**src/rtl/counter_nb_pkg.sv**
```systemverilog
// Shared constants and helpers for the counter_nb modulo-N counter family.
// Load clamping is done at the widest legal width (33 bits) and truncated by the caller.
package counter_pkg;

    localparam logic DIR_UP   = 1'b1;
    localparam logic DIR_DOWN = 1'b0;

    localparam int unsigned MAX_WIDTH = 32;

    typedef logic [MAX_WIDTH:0] cnt_wide_t;

    function automatic cnt_wide_t clamp_load(input cnt_wide_t d, input cnt_wide_t modulus);
        return (d >= modulus) ? (modulus - cnt_wide_t'(1)) : d;
    endfunction

endpackage

```
**src/rtl/counter_nb_next.sv**
```systemverilog
// Next-count, terminal-count and wrap-event logic for counter_nb (purely combinational).
// Latency: zero. No backpressure. COUNTER_NB_SAT_EN selects saturate instead of wrap.
module counter_nb_next
    import counter_pkg::*;
#(
    parameter int              WIDTH   = 4,
    parameter longint unsigned MODULUS = 64'd1 << WIDTH
) (
    input  logic [WIDTH-1:0] q,
    input  logic             up,
    input  logic             en,
    input  logic             ld,
    input  logic [WIDTH-1:0] d,
    output logic [WIDTH-1:0] nxt,
    output logic             term,
    output logic             wrap
);

    // One extra bit so MODULUS-1 and q+1 never overflow when MODULUS = 2**WIDTH.
    localparam logic [WIDTH:0] TOP = (WIDTH+1)'(MODULUS - 64'd1);
    localparam logic [WIDTH:0] ONE = {{WIDTH{1'b0}}, 1'b1};

    logic [WIDTH:0] q_w;
    logic           near;

    assign q_w  = {1'b0, q};
    assign term = (up == DIR_UP) ? (q_w == TOP) : (q_w == '0);
    assign near = (up == DIR_UP) ? ((q_w + ONE) == TOP) : (q_w == ONE);

    always_comb begin
        nxt  = q;
        wrap = 1'b0;
        if (ld) begin
            nxt = WIDTH'(clamp_load(cnt_wide_t'(d), cnt_wide_t'(MODULUS)));
        end else if (en) begin
            if (term) begin
`ifdef COUNTER_NB_SAT_EN
                nxt  = q;
                wrap = 1'b0;
`else
                nxt  = (up == DIR_UP) ? '0 : WIDTH'(TOP);
                wrap = 1'b1;
`endif
            end else begin
                nxt = (up == DIR_UP) ? WIDTH'(q_w + ONE) : WIDTH'(q_w - ONE);
`ifdef COUNTER_NB_SAT_EN
                // Saturating: the event is arriving at the terminal value, not leaving it.
                wrap = near;
`else
                wrap = 1'b0;
`endif
            end
        end
    end

endmodule

```
**src/rtl/counter_nb.sv**
```systemverilog
// Parametrised up/down modulo-N counter with load, enable, cascade rc and registered tc.
// Latency: q/tc one clock, rc zero. No backpressure. COUNTER_NB_SAT_EN selects saturating mode.
module counter_nb
    import counter_pkg::*;
#(
    parameter int              WIDTH   = 4,
    parameter longint unsigned MODULUS = 64'd1 << WIDTH
) (
    input  logic             clk,
    input  logic             rst,
    input  logic             en,
    input  logic             up,
    input  logic             ld,
    input  logic [WIDTH-1:0] d,
    output logic [WIDTH-1:0] q,
    output logic             rc,
    output logic             tc
);

    logic [WIDTH-1:0] q_nxt;
    logic             term;
    logic             wrap;

    counter_nb_next #(
        .WIDTH   (WIDTH),
        .MODULUS (MODULUS)
    ) u_next (
        .q    (q),
        .up   (up),
        .en   (en),
        .ld   (ld),
        .d    (d),
        .nxt  (q_nxt),
        .term (term),
        .wrap (wrap)
    );

    always_ff @(posedge clk or posedge rst) begin
        if (rst) begin
            q  <= '0;
            tc <= 1'b0;
        end else begin
            q  <= q_nxt;
            tc <= wrap;
        end
    end

    // Combinational so the next stage's enable sees the carry in the same cycle.
    assign rc = en && term;

endmodule

```
**config.mk**
```make
export PLATFORM = sky130hd
export DESIGN_NAME = counter_nb
export DESIGN_NICKNAME = d
export VERILOG_FILES = /design/src/rtl/counter_nb_pkg.sv /design/src/rtl/counter_nb_next.sv /design/src/rtl/counter_nb.sv
export SDC_FILE = /design/constraint.sdc
export NUM_CORES = 1
export LEC_CHECK = 0
export ABC_CLOCK_PERIOD_IN_PS = 3300
export BUFFER_PORTS_ARGS = -buffer_cell sky130_fd_sc_hd__buf_2
export CORE_AREA = 2 2 39 41
export CTS_CLUSTER_DIAMETER = 150
export CTS_CLUSTER_SIZE = 10
export DETAILED_ROUTE_END_ITERATION = 7
export DIE_AREA = 0 0 41 43
export MAX_ROUTING_LAYER = met4
export PLACE_DENSITY_LB_ADDON = 0.08
export SYNTH_ARGS = -nofsm -noshare
export SYNTH_HDL_FRONTEND = slang
export SYNTH_SLANG_ARGS = --single-unit
```
**constraint.sdc**
```tcl
create_clock -name clk -period 3.3 [get_ports clk]
set_input_delay 0.825 -clock clk [delete_from_list [all_inputs] [get_ports clk]]
set_output_delay 0.825 -clock clk [all_outputs]
set_load 0.05 [all_outputs]
```
### Yosys cells after proc, flatten, opt, wreduce, memory -nomap -nowiden

Index checks and enable logic that the tools add are counted.

| word-level totals | value |
|---|---|
| flip-flop bits (word level) | 5 |
| output and inout port bits | 6 |
| word-level logic and storage cells | 17 |

| cells by class | value |
|---|---|
| add/subtract/negate cells | 2 |
| equal/unequal tests | 1 |
| multiplexer cells | 9 |
| reduce and logical (&&, ||, !) cells | 3 |

Operator list:

| cell | count |
|---|---|
| $mux 4 | 5 |
| $logic_not 5->1 | 1 |
| $add 4x1->4 const B | 1 |
| $eq 4x4->1 const B | 1 |
| $mux 1 | 4 |
| $sub 4x1->4 const B | 1 |
| $reduce_bool 2->1 | 1 |
| $logic_and 1x1->1 | 1 |

### Logic depth before layout (Yosys ltp)

| depth | value |
|---|---|
| depth in word-level cells | 5 |
| mapped depth | 6 |
| gate-level depth less buffers | 6 |

### Cells and area by module

A second synthesis with hierarchy kept.

| unflattened totals | value |
|---|---|
| cells, all modules | 39 |
| area, all modules | 380.4 µm² |

Modules (own cells, without submodules):

| module | times used | cells each | area each (µm²) | seq. area each (µm²) |
|---|---|---|---|---|
| counter_nb_next | 1 | 32 | 245.2 | 0.0 |
| counter_nb | 1 | 7 | 135.1 | 125.1 |

### Worst setup path before layout

Ideal clock, no wire load.

| path | value |
|---|---|
| path type | in2out |
| from | input port up |
| to | output port rc |
| arrival | 1.861 ns |
| path slack | 0.614 ns |
| cell stages on the path | 3 |
| buffers on the path | 0 |
| cell sequence | or4_4 > nor2_1 > o21a_1 |

| between the ends | value |
|---|---|
| longest elaborated chain between the ends | 2 |

RTL lines:

| what | RTL line | source |
|---|---|---|
| start: declaration | counter_nb.sv:12 | `input logic up,` |
| $mux 1 | counter_nb_next.sv:27 | `assign term = (up == DIR_UP) ? (q_w == TOP) : (q_w == '0);` |
| $logic_and 1x1->1 | counter_nb.sv:49 | `assign rc = en && term;` |
| end: declaration | counter_nb.sv:16 | `output logic rc,` |

No other way between the ends.

### Final worst setup path

Same ends and word-level chain as after synthesis.

==> out/qor.csv <==
stage,metric,value,unit
sta,layout_min_cycle_time,2810,ps
yosys,synthDistinctLibCells,25,
sta,setup_tns,0,ps
yosys,synth_seq_area_share,30.8,%
worst_setup_path,path_cells,buf_2 > or4_4 > nor2_1 > o21a_1 > buf_2,
clock_network,cts_made_buffers,3,
sta,tightest_slew,392,ps
worst_setup_path,cp_slowest_stage_delay,490,ps
sta,relSlewSlack,73.2,%
die,core_area,1380,µm²
placed_design,dp_hpwl,741,µm
clock_network,cts_root_buf,clkbuf_4,
worst_setup_path,worstSetupStartpointType,input pin,
route,drt.antenna.violating_nets,0,
cells_and_area,fin_area,515,µm²
power_and_ir_drop,power_density,482,nW/µm²
clock_network,htreeDepth,1,
global_route,grt_use_total,13.3,%
power_and_ir_drop,p_total,0.249,mW
worst_setup_path,crit_required,2470,ps
global_route,antenna_found_initial,0,
cells_and_area,layout-drive-gt1-share,34.4,%
yosys,syn_avg_cell_area,9.04,µm²
worst_setup_path,cpMaxStageDelayCell,or4_4,
placed_design,dpl_cell_area,489,µm²
route,drc,0,
cells_and_area,instances_no_fill,77,
sta,drv_slew,0,
clock_network,clk_pin_slew,40,ps
route,viasPerCell,5.18,
global_route,grt_max_degree,10,
yosys,ys_warn_count,0,
sta,rsz0062_at_grt,false,
die,num_rows,14,
clock_network,clock-sinks,5,
clock_network,cts_setup_buffers,0,
die,ioPinCount,15,
sta,max_freq,0.357,GHz
route,vias,399,
clock_network,clk_latency,230,ps
yosys,synth_cells,45,
yosys,synth_nets,57,
route,drt_wl_total,919,µm
yosys,yosys-top-cells-area,"dfrtp_1 31%, ha_1 6.2%, fa_1 4.9%",
die,dieArea,1760,µm²
sta,post-route-period-util,85.0,%
cells_and_area,multi_input_area,263,µm²
yosys,synth_area_leader_cell,dfrtp_1,
sta,finClkSkew,1.01,ps
cells_and_area,nets,74,
cells_and_area,regArea,125,µm²
placed_design,portBuffers,14,
worst_setup_path,cp_common_cell,buf_2,
die,initial_utilization,29.4,%
worst_setup_path,reg2reg_slack,1530,ps
cells_and_area,num-fill-cells,157,
power_and_ir_drop,vdd_ir_drop_max,0.196,mV
global_route,overflow,0,
placed_design,dpl.cell_count,73,
cells_and_area,final_cell_mix,"14 x buf_2, 5 x dfrtp_1, 4 x nand2_1",
clock_network,clockBufferDepth,2,
cells_and_area,diodes,0,
route,first_iter_violations,4,
clock_network,cts_tree,done,
die,die_y,43,µm
placed_design,gp_congestion,0.644,
cells_and_area,area_growth,26.8,%
route,dr.pass1.iters,4,
die,die_w,41,µm
run_status,status,"finished, final reports clean",
yosys,ys_ff_latch,5,
cells_and_area,mostFrequentLayoutCell,buf_2,
yosys,synth_top_area_share,30.8,%
worst_setup_path,arrival,1980,ps
clock_network,cts_resized,0,
global_route,grt_pass1_wl,1540,µm
sta,hold_violations,0,
sta,setup_violations,0,
yosys,netlist_area,407,µm²
worst_setup_path,end_kind,output port,
global_route,grt_pass1_vias,373,
route,wl_per_cell,11.9,µm
power_and_ir_drop,leakage,0.251,nW
clock_network,cts_hold_buf,0,
job,cap_violations,0,
worst_setup_path,crit_fanout,5,
worst_setup_path,path_class,in2out,
hold_path,hold_path_class,in2async,
cell families (layout without fill, tap and decap cells):
logic type      count (synthesis)  after routing  synth area share (%)
buf+inv                         5             21                  4.62
compound gates                 16             16                  30.5
fa+ha+maj                       3              3                  11.1
flops                           5              5                  30.8
xor+xnor                        2              2                  4.31
simple gates                   14             14                  18.8
state kept, by name, summed over array words and instances, names as in the netlist:
name  cells
q         4
tc        1
where the power goes:
group	leakage, nW	switching [mW]	internal (mW)
Combinational	0.175	0.0614	0.0378
Clock	0.0150	0.0224	0.0455
Sequential	0.0610	0.0131	0.0684
Total	0.251	0.0969	0.152
cell type report:
cell class	count	share of cell area [%]
flip-flops and latches	5	24.3
multi-input cells	35	51.0
repair buffers	14	13.6
clock buffers	4	5.10
well taps	16	3.88
inverters	3	2.18
layer usage:
| metal | GRT usage, % | up-vias | wire length (µm) |
|---|---|---|---|
| met2 | 16.3 | 10 | 425 |
| met3 | 3.14 | 2 | 44 |
| met1 | 19.1 | 186 | 441 |
| met5 | - | - | 0 |
| li1 | - | 201 | - |
| met4 | 8.00 | 0 | 7 |
cells in the mapped netlist:
cell type and count:
o31ai_2 1, nand2_1 4, a21oi_1 2, o22ai_1 1, ha_1 2, nand3_1 2
o21ba_1 1, inv_1 3, a211oi_1 1, o41ai_1 1, a311oi_1 1, dfrtp_1 5
nor2b_1 3, fa_1 1, a21o_1 1, nor2_1 3, or4_4 1, clkbuf_1 2
a2111oi_0 1, and4b_1 1, a22o_2 1, o21ai_1 2, o21a_1 2, xnor2_1 2
o21ai_2 1
worst paths after layout:
| kind | from | to | cells past startpoint |
|---|---|---|---|
| max | up | rc | 5 |
| min reg2reg | q[2]$_DFFE_PP0P_ | q[2]$_DFFE_PP0P_ | 2 |
| max in group asynchronous | rst | tc$_DFF_PP0_ | 2 |
| min | rst | q[1]$_DFFE_PP0P_ | 2 |
| max reg2reg | q[1]$_DFFE_PP0P_ | q[3]$_DFFE_PP0P_ | 5 |
| min in group clk | q[2]$_DFFE_PP0P_ | q[2]$_DFFE_PP0P_ | 2 |
per-stage QoR:
stage	worst slack [ps]	util, %	hold WS [ps]
after global routing	447	37.3	483
after floorplan	614	-	604
final	495	37.3	473
after detailed placement	499	35.4	717
after CTS	496	37.3	469
after global placement	496	35.4	721
critical path: cells and delay by family:
family	cells	cell delay, ps
simple gates	2	630
buf+inv	2	390
compound gates	1	140
No activity file was read; power rests on OpenSTA's default activity.
